File: src/rtl/tempsens_pkg.sv
// tempsens_pkg: shared widths, FSM encoding and window-length helper for the
// temperature-sensor averaging filter.
//   N_TEMP       : width of results, averages, min/max and thresholds
//   LOG2_AVG_MAX : largest supported log2 window length
//   ACC_W        : accumulator width (cannot overflow for 2^LOG2_AVG_MAX samples)
//   K_W          : width of a latched log2 window length
//   CNT_W        : width of the in-window sample counter
package tempsens_pkg;

  localparam int N_TEMP       = 20;
  localparam int LOG2_AVG_MAX = 3;
  localparam int ACC_W        = N_TEMP + LOG2_AVG_MAX;
  localparam int K_W          = $clog2(LOG2_AVG_MAX + 1);
  localparam int CNT_W        = LOG2_AVG_MAX;

  typedef enum logic {
    ST_IDLE  = 1'b0,
    ST_ACCUM = 1'b1
  } state_e;

  // Limit a requested log2 window length to the supported maximum.
  function automatic logic [K_W-1:0] clamp_k(input logic [1:0] req);
    int unsigned req_i;
    req_i = {30'd0, req};
    if (req_i > LOG2_AVG_MAX) begin
      return K_W'(LOG2_AVG_MAX);
    end
    return K_W'(req_i);
  endfunction

endpackage

File: src/rtl/tempsens_accum.sv
// tempsens_accum: boxcar accumulator for the temperature filter.
// Holds the running sum, the sample counter and the window length latched on
// the first sample of each window; flags the last sample of a window.
// Ports:
//   clk, reset_n   : clock, asynchronous active-low reset
//   i_en           : enable; low clears any window in progress
//   i_res          : conversion result
//   i_res_valid    : one-cycle strobe marking a new result
//   i_avg_log2     : requested log2 window length (clamped)
//   o_sum          : running sum including the current sample (combinational)
//   o_k            : log2 window length that applies to the current sample
//   o_done         : high in the cycle the last sample of a window is taken
//   o_state        : FSM state, for debug/observation
module tempsens_accum
  import tempsens_pkg::*;
(
  input  logic              clk,
  input  logic              reset_n,
  input  logic              i_en,
  input  logic [N_TEMP-1:0] i_res,
  input  logic              i_res_valid,
  input  logic [1:0]        i_avg_log2,
  output logic [ACC_W-1:0]  o_sum,
  output logic [K_W-1:0]    o_k,
  output logic              o_done,
  output state_e            o_state
);

  state_e             r_state;
  state_e             w_state_nxt;
  logic [ACC_W-1:0]   r_acc;
  logic [CNT_W-1:0]   r_cnt;
  logic [K_W-1:0]     r_k;

  logic [K_W-1:0]     w_k_req;
  logic [K_W-1:0]     w_k_eff;
  logic [CNT_W:0]     w_len;
  logic [CNT_W:0]     w_len_m1;
  logic               w_take;
  logic               w_last;
  logic [ACC_W-1:0]   w_sum;

  assign w_k_req = clamp_k(i_avg_log2);
  // The first sample of a window decides its length, so it must already use
  // the freshly requested value rather than the stale latch.
  assign w_k_eff  = (r_cnt == '0) ? w_k_req : r_k;
  assign w_len    = (CNT_W+1)'(1) << w_k_eff;
  assign w_len_m1 = w_len - (CNT_W+1)'(1);
  assign w_last   = (r_cnt == w_len_m1[CNT_W-1:0]);
  // A strobe counts only once the FSM has seen enable for a full cycle.
  assign w_take   = (r_state == ST_ACCUM) && i_en && i_res_valid;
  assign w_sum    = r_acc + {{LOG2_AVG_MAX{1'b0}}, i_res};

  assign o_sum   = w_sum;
  assign o_k     = w_k_eff;
  assign o_done  = w_take && w_last;
  assign o_state = r_state;

  always_comb begin
    w_state_nxt = r_state;
    case (r_state)
      ST_IDLE:  if (i_en)  w_state_nxt = ST_ACCUM;
      ST_ACCUM: if (!i_en) w_state_nxt = ST_IDLE;
      default:  w_state_nxt = ST_IDLE;
    endcase
  end

  always_ff @(posedge clk or negedge reset_n) begin
    if (!reset_n) begin
      r_state <= ST_IDLE;
      r_acc   <= '0;
      r_cnt   <= '0;
      r_k     <= '0;
    end else begin
      r_state <= w_state_nxt;
      if (!i_en) begin
        r_acc <= '0;
        r_cnt <= '0;
      end else if (w_take) begin
        if (r_cnt == '0) begin
          r_k <= w_k_req;
        end
        if (w_last) begin
          r_acc <= '0;
          r_cnt <= '0;
        end else begin
          r_acc <= w_sum;
          r_cnt <= r_cnt + CNT_W'(1);
        end
      end
    end
  end

endmodule

File: src/rtl/tempsens_filter.sv
// tempsens_filter: averages 2^k conversion results and presents each average
// through a valid/ready handshake, tracking min/max and a hysteretic alarm.
// Handshake: o_avg transfers on any clock edge where o_avg_valid and
// i_avg_ready are both high; o_avg is held stable while valid and not taken;
// a new average arriving while the held one is not taken overwrites it and
// sets the sticky o_ovf.
// Ports:
//   clk, reset_n        : clock, asynchronous active-low reset
//   i_en                : enable; low aborts the window in progress
//   i_res, i_res_valid  : conversion result and its one-cycle strobe
//   i_avg_log2          : requested log2 window length
//   i_thr_hi, i_thr_lo  : alarm set / clear thresholds
//   i_clr_flags         : clears o_ovf, o_min, o_max
//   o_avg, o_avg_valid  : average and its valid flag; i_avg_ready accepts it
//   o_min, o_max        : extremes of the averages since reset/clear
//   o_alarm, o_ovf      : hysteretic alarm, sticky overwrite flag
//   o_dbg_state         : accumulator FSM state
module tempsens_filter
  import tempsens_pkg::*;
(
  input  logic              clk,
  input  logic              reset_n,
  input  logic              i_en,
  input  logic [N_TEMP-1:0] i_res,
  input  logic              i_res_valid,
  input  logic [1:0]        i_avg_log2,
  input  logic [N_TEMP-1:0] i_thr_hi,
  input  logic [N_TEMP-1:0] i_thr_lo,
  input  logic              i_clr_flags,
  output logic [N_TEMP-1:0] o_avg,
  output logic              o_avg_valid,
  input  logic              i_avg_ready,
  output logic [N_TEMP-1:0] o_min,
  output logic [N_TEMP-1:0] o_max,
  output logic              o_alarm,
  output logic              o_ovf,
  output state_e            o_dbg_state
);

  logic [ACC_W-1:0]  w_sum;
  logic [K_W-1:0]    w_k;
  logic              w_load;
  logic [ACC_W-1:0]  w_shift;
  logic [N_TEMP-1:0] w_new_avg;
  logic              w_overwrite;

  logic [N_TEMP-1:0] r_avg;
  logic              r_avg_valid;
  logic [N_TEMP-1:0] r_min;
  logic [N_TEMP-1:0] r_max;
  logic              r_alarm;
  logic              r_ovf;

  tempsens_accum u_accum (
    .clk         (clk),
    .reset_n     (reset_n),
    .i_en        (i_en),
    .i_res       (i_res),
    .i_res_valid (i_res_valid),
    .i_avg_log2  (i_avg_log2),
    .o_sum       (w_sum),
    .o_k         (w_k),
    .o_done      (w_load),
    .o_state     (o_dbg_state)
  );

  // Dividing by 2^k truncates; the sum of 2^k N_TEMP-bit values shifted by k
  // always fits back into N_TEMP bits.
  assign w_shift     = w_sum >> w_k;
  assign w_new_avg   = w_shift[N_TEMP-1:0];
  assign w_overwrite = w_load && r_avg_valid && !i_avg_ready;

  always_ff @(posedge clk or negedge reset_n) begin
    if (!reset_n) begin
      r_avg       <= '0;
      r_avg_valid <= 1'b0;
      r_min       <= '1;
      r_max       <= '0;
      r_alarm     <= 1'b0;
      r_ovf       <= 1'b0;
    end else begin
      if (w_load) begin
        r_avg       <= w_new_avg;
        r_avg_valid <= 1'b1;
      end else if (r_avg_valid && i_avg_ready) begin
        r_avg_valid <= 1'b0;
      end

      if (i_clr_flags) begin
        r_ovf <= w_overwrite;
        r_min <= w_load ? w_new_avg : '1;
        r_max <= w_load ? w_new_avg : '0;
      end else begin
        if (w_overwrite) begin
          r_ovf <= 1'b1;
        end
        if (w_load && (w_new_avg < r_min)) begin
          r_min <= w_new_avg;
        end
        if (w_load && (w_new_avg > r_max)) begin
          r_max <= w_new_avg;
        end
      end

      // Set is tested first so it wins when the thresholds are inverted.
      if (w_load) begin
        if (w_new_avg > i_thr_hi) begin
          r_alarm <= 1'b1;
        end else if (w_new_avg < i_thr_lo) begin
          r_alarm <= 1'b0;
        end
      end
    end
  end

  assign o_avg       = r_avg;
  assign o_avg_valid = r_avg_valid;
  assign o_min       = r_min;
  assign o_max       = r_max;
  assign o_alarm     = r_alarm;
  assign o_ovf       = r_ovf;

endmodule

File: config.mk
export PLATFORM = sky130hd
export DESIGN_NAME = tempsens_filter
export DESIGN_NICKNAME = d
export VERILOG_FILES = /design/src/rtl/tempsens_pkg.sv /design/src/rtl/tempsens_accum.sv /design/src/rtl/tempsens_filter.sv
export SDC_FILE = /design/constraint.sdc
export NUM_CORES = 1
export LEC_CHECK = 0
export CORE_MARGIN = 5
export CORE_UTILIZATION = 25
export DETAILED_ROUTE_END_ITERATION = 10
export GPL_TIMING_DRIVEN = 0
export PLACE_DENSITY = 0.4
export RECOVER_POWER = 50
export SLEW_MARGIN = 20
export SYNTH_ARGS = -nofsm -noshare
export SYNTH_HDL_FRONTEND = slang
export SYNTH_SLANG_ARGS = --single-unit
File: constraint.sdc
create_clock -name clk -period 4.8 [get_ports clk]
set_input_delay 0.96 -clock clk [delete_from_list [all_inputs] [get_ports clk]]
set_output_delay 0.96 -clock clk [all_outputs]
set_load 0.03 [all_outputs]
== After elaboration in Yosys (flattened, before gate mapping) ==
Cells that the tools add are included.

* Input bits: 68
* Bits in registers: 92
* Output and inout port bits: 64
* Word-level logic and storage cells: 58

* Shifts and indexed selects: 2
* Add/sub/neg operators: 3
* $lt $le $gt $ge: 4
* Reductions and logical operators: 17
* Mux-type cells: 20
* Equal/unequal tests: 2

{| class="wikitable"
|+ Operators with widths
! cell !! count
|-
| 2-to-1 mux 20 bit || 6
|-
| 2-to-1 mux 23 bit || 3
|-
| > comparator 20 bit || 2
|-
| less-than comparator 20 bit || 2
|-
| adder 23 x 20 -> 23 bit || 1
|-
| >> shifter 23 x 2 -> 20 bit || 1
|-
| nonzero test 2 bit || 5
|-
| 2-to-1 mux 3 bit || 3
|-
| logical AND 1 bit || 8
|-
| 2-to-1 mux 1 bit || 7
|-
| AND reduction 2 bit || 2
|-
| adder 3 x 1 -> 3 bit (second input constant) || 1
|-
| equality test 3 bit || 1
|-
| zero test 3 bit || 1
|-
| left shift 1 x 2 -> 3 bit (first input constant) || 1
|-
| subtractor 3 x 1 -> 3 bit (second input constant) || 1
|-
| 2-to-1 mux 2 bit || 1
|-
| != test 2 x 1 -> 1 bit (second input constant) || 1
|-
| zero test 1 bit || 1
|}

== Depth between registers and ports, before layout ==
Gate-level depths: netlist of the first run.

* Depth in word-level cells: 10
* Gate-level depth with buffers: 21
* Gate-level depth less buffers: 20

== Cells and area by module ==
A second synthesis of the first run with hierarchy kept.

* Cell total of the unflattened synthesis: 730
* Area, all modules: 7287.0 um^2

{| class="wikitable"
|+ Modules (own cells, without submodules)
! module !! times used !! cells an instance !! area an instance (um^2) !! sequential area each (um^2)
|-
| tempsens_filter || 1 || 466 || 4898.4 || 1601.5
|-
| tempsens_accum || 1 || 264 || 2388.5 || 725.7
|}

== Worst setup path before layout of the first run ==
OpenSTA, ideal clock, no wires.

* Kind: input to register
* From: in i_res[15]
* To: reg r_max[0], in the netlist o_max[0]
* Path slack: -0.251 ns
* Buffers on the path: 3
* Data required time: 4.705 ns
* Library setup time: 0.095 ns
* Data arrival time: 4.956 ns
* Stages on the path: 19
* Path through: ha_1 > clkbuf_1 > a21oi_1 > o21ai_0 > a221o_1 > or3_1 > and2_1 > o221ai_1 > nor2_1 > ha_1 > and4_1 > nand4_1 > or4_1 > a21oi_1 > a41o_1 > buf_6 > buf_2 > nand2_1 > o31ai_1

* Longest elaborated chain between the ends: 5
* Elaborated cells between the ends (all ways): 8
* Those cells by class: add/sub (1); order compare (1); shift (1); mux (3); reduce/logical (2)

{| class="wikitable"
|+ Ends and longest elaborated chain
! what !! RTL line !! text
|-
| from (decl) || tempsens_filter.sv:24 || <nowiki>input logic [N_TEMP-1:0] i_res,</nowiki>
|-
| adder 23 x 20 -> 23 bit || tempsens_accum.sv:52 || <nowiki>assign w_sum = r_acc + {{LOG2_AVG_MAX{1'b0}}, i_res};</nowiki>
|-
| >> shifter 23 x 2 -> 20 bit || tempsens_filter.sv:69 || <nowiki>assign w_shift = w_sum >> w_k;</nowiki>
|-
| named net w_shift[18] || tempsens_filter.sv:43 || <nowiki>logic [ACC_W-1:0] w_shift;</nowiki>
|-
| > comparator 20 bit || tempsens_filter.sv:100 || <nowiki>if (w_load && (w_new_avg > r_max)) begin</nowiki>
|-
| logical AND 1 bit || tempsens_filter.sv:100 ||
|-
| nonzero test 2 bit (no source line) || - ||
|-
| to (signal assigned) || tempsens_filter.sv:92 || <nowiki>r_max <= w_load ? w_new_avg : '0;</nowiki>
|-
| to (signal assigned) || tempsens_filter.sv:101 || <nowiki>r_max <= w_new_avg;</nowiki>
|-
| to (decl) || tempsens_filter.sv:50 || <nowiki>logic [N_TEMP-1:0] r_max;</nowiki>
|}

The timed path passes the listed nets, and every way through them passes these cells. The select of a mux whose other input is x is not followed.
A chain may end at the register's enable or synchronous reset.

== Worst setup path in the final report of the first run ==
* From: in i_res[19]
* To: reg r_max[2], in the netlist o_max[2]

Same word-level chain as after synthesis.

==> impl_metrics.ini, run 1 <==
[cts]
clkTransAtPathRegs_ns = 0.07
cts_buffer_depth = 2
numCtsBuffers = 9
htreeDepth = 3
cts_hold_buf = 0
cts-root-buf = clkbuf_16
cts_tree = done
cts.sinks = 92
clock_latency_ns = 0.35

[timing]
rsz0062_at_grt = yes
fmax_mhz = 207
min_period_ns = 4.83
period_share_pct = 101
hold_viol_final = 0
finalHoldWorstSlack_ns = 0.479
final-setup-viol-count = 14
finalSetupTns_ns = -0.139
relSlewSlack_pct = -18.9
layout_setup_ws_ns = -0.0318
worst_pin_slew_ns = 1.78
finalMaxSlewViolations = 95
clock-skew-final_ns = 0.0118

[power]
power_density_mw_per_mm2 = 353
p_leak_nw = 5.17
irDropWorstVdd_mv = 0.173

[global_routing]
grt_max_degree = 67
antenna_found_initial = 0
grt_usage_pct = 16.6
grt_overflow = 0
grt_pass1_wl_um = 43000
grt_pass1_vias = 7236

[yosys]
synth-adder-area-share_pct = 17.3
yosys.cell_count.top_type = ha_1
synth_edf_count = 0
syn_area_mm2 = 0.00734
synth_compound_area_share_pct = 22.3
synth_top_area_share_pct = 24.5
synth_common_cells = ha_1 (100), inv_1 (90), nand2_1 (74), dfrtp_1 (72), o21ai_0 (61)
ys_ff_latch = 92
synth.largest_area_cell = dfrtp_1
synth_top_flop_cell = dfrtp_1
async_flop_share_pct = 100
synth-simple-area-share_pct = 14.6
synth.area.top_cells = dfrtp_1 (25%), ha_1 (17%), dfstp_2 (7.2%)
synth_top_family_by_area = compound AO/OA/AOI/OAI gates
yosys-mux-area-fraction_pct = 5.69
synth_warnings = 0
syn_area_per_cell_um2 = 8.94
syn_nets = 990
yosysSeqAreaShare_pct = 31.7
yosys.area_share.xor_xnor_pct = 2.15
yosysUniqueCellTypes = 77
netlist_instances = 821

[die]
die_area_mm2 = 0.0329
rows = 62
core_mm2 = 0.0289
start_util_pct = 25.4
die_h_um = 181
io_pins = 132
dieWidth_um = 181

[setup_path]
worstPathArrival_ns = 5.07
reg2reg_slack_ns = 0.20
critPathCaptureType = flop
regToRegEndpoint = o_max[2]$_DFFE_PN0P_
crit_fanout = 6
crit_type = in -> reg
required_ns = 5.04
critPathLaunchType = primary input
reg2reg_depth = 17
reg2reg_from = u_accum.r_cnt[0]$_DFFE_PN0P_

[cells_and_area]
antenna_cells = 0
layout-area-overhead-vs-synth_pct = 55.2
fin_nets = 1217
final_util_pct = 39.5
drive_above_1_share_pct = 29.8
fillCellCount = 2951
final_area_mm2 = 0.0114

[drt]
firstDrtPassIters = 4
finalWirelength_um = 27600
via_per_inst = 4.81
drtAntennaViolNets = 0
routedWlPerCell_um = 19.2
drcViolationCount = 0
via_count = 6906
dr.first_iter.drc_count = 273

[place]
io_buffers = 131
place.gp.congestion = 0.775
place_area_mm2 = 0.00926
dp_hpwl_um = 20600

[job]
maxCapViolations = 2

[outcome]
status = complete, but fails checks
violations = capacitance limit, slew limit, setup timing

[min_path]
min_to = o_avg[1]$_DFFE_PN0P_
hold_class = reg -> reg
hold_start = o_avg[1]$_DFFE_PN0P_
whs_path_depth = 2
## final cells by class
cell class | count | area (µm²) | area share, %
multi-input combinational | 612 | 5780 | 50.7
sequential | 92 | 2330 | 20.4
timing repair buffer | 222 | 2070 | 18.2
tap | 384 | 480 | 4.22
inverter | 91 | 349 | 3.06
clock buffer | 9 | 225 | 1.98
buffer | 20 | 119 | 1.04
clock inverter | 6 | 47.5 | 0.417
## metrics by stage
| stage | cells | power (mW) | worst slack [ns] |
|---|---|---|---|
| CTS | 1418 | 3.95 | 0.00652 |
| detailed placement | 1339 | 2.81 | -2.00 |
| global placement | 1336 | 2.79 | -2.03 |
| global route | 1436 | 4.31 | -0.156 |
| finish | 1436 | 4.02 | -0.0318 |
| floorplan | 821 | 2.07 | -0.0270 |
## power breakdown
part | internal, mW | switching [mW] | total (mW)
registers | 0.903 | 0.0877 | 0.990
clock network | 0.357 | 0.357 | 0.715
logic | 1.05 | 1.26 | 2.32
total | 2.31 | 1.71 | 4.02
## logic make-up after synthesis
| group | count (synthesis) |
|---|---|
| AOI/OAI and AO/OA | 240 |
| and+or+nand+nor | 215 |
| buffers and inverters | 117 |
| adders and majority gates | 101 |
| DFF | 92 |
| muxes | 38 |
| xor gates and xnor gates | 18 |
## cell usage in the layout, fill, tap and decap left out, types with 9 or more instances in the layout
| cell type | instances |
|---|---|
| clkdlybuf4s50_1 | 100 |
| inv_1 | 87 |
| buf_4 | 77 |
| ha_1 | 76 |
| dfrtp_1 | 72 |
| nand2_1 | 66 |
| o21ai_0 | 47 |
| nor2_1 | 32 |
| a21oi_1 | 28 |
| a22o_1 | 25 |
| ha_4 | 24 |
| a21o_1 | 21 |
| dfstp_2 | 20 |
| nand4_1 | 18 |
| a21oi_4 | 12 |
| mux2_2 | 12 |
| buf_6 | 12 |
| dlygate4sd2_1 | 12 |
| clkbuf_1 | 11 |
| dlygate4sd3_1 | 11 |
| a21oi_2 | 10 |
| clkbuf_16 | 10 |
| mux2i_2 | 9 |
| nand2b_1 | 9 |
| mux2i_1 | 9 |
## worst max-delay path by stage
stage | start | to | slack (ns) | cells after the start
after detailed placement | i_res[9] | o_min[13]$_DFFE_PN1P_ | -2.00 | 20
after global placement | i_res[9] | o_min[16]$_DFFE_PN1P_ | -2.03 | 20
after CTS | i_res[1] | o_max[0]$_DFFE_PN0P_ | 0.007 | 19
after floorplan | i_res[3] | o_max[2]$_DFFE_PN0P_ | -0.03 | 18
final | i_res[19] | o_max[2]$_DFFE_PN0P_ | -0.03 | 16
after global routing | i_res[0] | o_max[2]$_DFFE_PN0P_ | -0.16 | 21
## timing repair
action                                  in CTS  in global routing
buffers inserted                            69                 18
gates resized for setup                    178                 81
endpoints found under the setup margin      41                 41
endpoints found under the hold margin        0                  0
pin swaps                                   62                 47
cloned                                       1                  1
## routing by layer
metal | up-vias | GRT usage (%) | part of all wire (%)
met4 | 0 | 3.21 | 1.3
li1 | 3435 | - | -
met1 | 3340 | 23.5 | 49
met5 | - | 0 | 0
met3 | 21 | 2.26 | 2.8
met2 | 110 | 27.3 | 46
## registers in the layout (all words and copies together) (netlist names), 2 cells and up
name,flops
o_avg,20
o_max,20
o_min,20
u_accum.r_acc,23
u_accum.r_cnt,3
u_accum.r_k,2
## worst max-delay path, stage by stage
cell	delay, ns
clkdlybuf4s50_1	0.54
ha_4	0.25
and3_1	0.18
a221o_1	0.38
o211a_1	0.27
xor2_1	0.15
o211ai_1	0.39
nor2_4	0.08
ha_4	0.27
and4_4	0.20
nand4_1	0.13
or4_4	0.56
a21oi_2	0.14
a41o_2	0.18
inv_2	0.10
mux2_2	0.28
(Power assumes the default switching activity.)
==> run 2: changes to the inputs <==
--- a/config.mk
+++ b/config.mk
@@ -11,7 +11,6 @@
 export GPL_TIMING_DRIVEN = 0
 export PLACE_DENSITY = 0.4
 export RECOVER_POWER = 50
-export SLEW_MARGIN = 20
 export SYNTH_ARGS = -nofsm -noshare
 export SYNTH_HDL_FRONTEND = slang
 export SYNTH_SLANG_ARGS = --single-unit
==> impl_metrics.ini, run 2 (synthesis gave the netlist of run 1 again) <==
[global_routing]
grt_pass1_vias = 7308
antenna_found_initial = 0
grt_usage_pct = 16.9
grt_max_degree = 52
grt_overflow = 0
grt_pass1_wl_um = 43500

[setup_path]
critPathLaunchType = primary input
reg2reg_slack_ns = 0.24
cp_slowest_stage_delay_ns = 0.55
crit_type = in -> reg
reg2reg_depth = 19
cp_cell_sequence = dlygate4sd2_1 -> ha_4 -> and2_4 -> and3_4 -> a221o_1 -> o211a_1 -> xor2_1 -> o211ai_1 -> nor2_4 -> ha_4 -> and4_4 -> nand4_1 -> or4_4 -> a21oi_2 -> a41o_4 -> buf_6 -> buf_8 -> o31ai_4
cp_slowest_cell = or4_4
regToRegEndpoint = o_max[0]$_DFFE_PN0P_
required_ns = 5.00
critPathCaptureType = flop
cp_common_cell = ha_4
worstPathArrival_ns = 4.94
critPathBufInv = 3
crit_fanout = 8
crit_family = compound AO/OA/AOI/OAI gates
reg2reg_from = u_accum.r_cnt[0]$_DFFE_PN0P_

[cts]
cts.sinks = 92
htreeDepth = 3
cts-root-buf = clkbuf_16
numCtsBuffers = 9
cts_tree = done
clock_latency_ns = 0.36
cts_buffer_depth = 2
clkTransAtPathRegs_ns = 0.08

[timing]
worst_pin_slew_ns = 3.26
rsz0062_at_grt = yes
period_share_pct = 98.7
hold_viol_final = 0
finalSetupTns_ns = 0
clock-skew-final_ns = 0.0115
relSlewSlack_pct = -118
layout_setup_ws_ns = 0.0610
min_period_ns = 4.74
fmax_mhz = 211
finalMaxSlewViolations = 51
final-setup-viol-count = 0

[drt]
dr.first_iter.drc_count = 384
firstDrtPassIters = 4
finalWirelength_um = 28200
drcViolationCount = 0
routedWlPerCell_um = 19.5
drtAntennaViolNets = 0
via_per_inst = 4.81
via_count = 6939

[cells_and_area]
drive_above_1_share_pct = 31.2
antenna_cells = 0
multi_input_area_mm2 = 0.00585
final_util_pct = 40.0
largest_reg_flops = 23
top_register = u_accum.r_acc
final_area_mm2 = 0.0115
layout-area-overhead-vs-synth_pct = 57.2
regArea_mm2 = 0.00233
fin_nets = 1223
final_cell_mix = clkdlybuf4s50_1 (109), inv_1 (87), buf_4 (82)
fillCellCount = 2936
layout_commonest_cell = clkdlybuf4s50_1

[die]
die_h_um = 181
dieWidth_um = 181
io_pins = 132
core_mm2 = 0.0289
die_area_mm2 = 0.0329
start_util_pct = 25.4
rows = 62

[min_path]
whs_path_depth = 2
hold_start = o_avg[1]$_DFFE_PN0P_
min_to = o_avg[1]$_DFFE_PN0P_
hold_class = reg -> reg

[power]
fin_total_pwr_mw = 4.10
power_density_mw_per_mm2 = 355
p_leak_nw = 5.22
irDropWorstVdd_mv = 0.185

[place]
place.gp.congestion = 0.775
place_area_mm2 = 0.00923
io_buffers = 131
dp_hpwl_um = 20600
dpl_worst_slack_ns = -2.03

[outcome]
violations = capacitance limit, slew limit
status = complete, but fails checks

[job]
maxCapViolations = 1
-- run 2: power by group --
part | switching, mW | internal (mW) | leakage [nW]
logic | 1.29 | 1.09 | 3.91
clock network | 0.364 | 0.360 | 0.139
registers | 0.0903 | 0.903 | 1.17
total | 1.75 | 2.35 | 5.22
-- run 2: per-layer routing --
layer / part of all wire [%] / wire [µm] / track usage (%)
met5: 0 / 0 / 0
met3: 3.1 / 882 / 2.18
met1: 49 / 13700 / 23.8
met4: 1.6 / 447 / 3.48
met2: 47 / 13100 / 27.8
-- run 2: timing repair --
action / in CTS / in global routing
cloned: 1 / 1
endpoints found under the setup margin: 41 / 41
pin swaps: 60 / 55
hold buffers: 0 / 0
buffers inserted: 75 / 20
endpoints found under the hold margin: 0 / 0
gates resized for setup: 190 / 96
-- run 2: through the flow --
| stage | std cells | hold WS, ns |
|---|---|---|
| 5_1_grt | 1443 | 0.505 |
| 6_report | 1443 | 0.488 |
| 3_3_place_gp | 1336 | 0.465 |
| 2_1_floorplan | 821 | 0.454 |
| 4_1_cts | 1424 | 0.488 |
| 3_5_place_dp | 1338 | 0.471 |
-- run 2: area by class of cell --
class / count / share of cell area [%]
Clock inverter: 6 / 0.412
Clock buffer: 10 / 1.98
Multi-Input combinational cell: 612 / 50.7
Timing Repair Buffer: 229 / 18.6
Sequential cell: 92 / 20.2
Tap cell: 384 / 4.16
Inverter: 91 / 3.02
Buffer: 19 / 1.01
-- run 2: how the worst max path moves through the flow --
stage	startpoint	to	slack, ns	cells after the start
floorplan	i_res[3]	o_max[2]$_DFFE_PN0P_	-0.03	18
global placement	i_res[9]	o_min[16]$_DFFE_PN1P_	-2.03	20
detailed placement	i_res[9]	o_min[11]$_DFFE_PN1P_	-2.03	20
CTS	i_res[14]	o_max[0]$_DFFE_PN0P_	-0.0004	19
global route	i_res[0]	o_max[0]$_DFFE_PN0P_	-0.1	22
finish	i_res[18]	o_max[0]$_DFFE_PN0P_	0.06	18
-- run 2: tightest hold or removal path, delay by kind of cell, from the launching register on --
| family | cells | cell delay [ns] |
|---|---|---|
| DFF | 1 | 0.35 |
| and+or+nand+nor | 2 | 0.10 |
==> run 3: changes to the inputs <==
--- a/config.mk
+++ b/config.mk
@@ -11,6 +11,7 @@
 export GPL_TIMING_DRIVEN = 0
 export PLACE_DENSITY = 0.4
 export RECOVER_POWER = 50
+export SLEW_MARGIN = 20
 export SYNTH_ARGS = -nofsm -noshare
 export SYNTH_HDL_FRONTEND = slang
 export SYNTH_SLANG_ARGS = --single-unit
==> results of run 3 <==
Same layout as run 1: the final DEF is identical, and so are final timing and power.
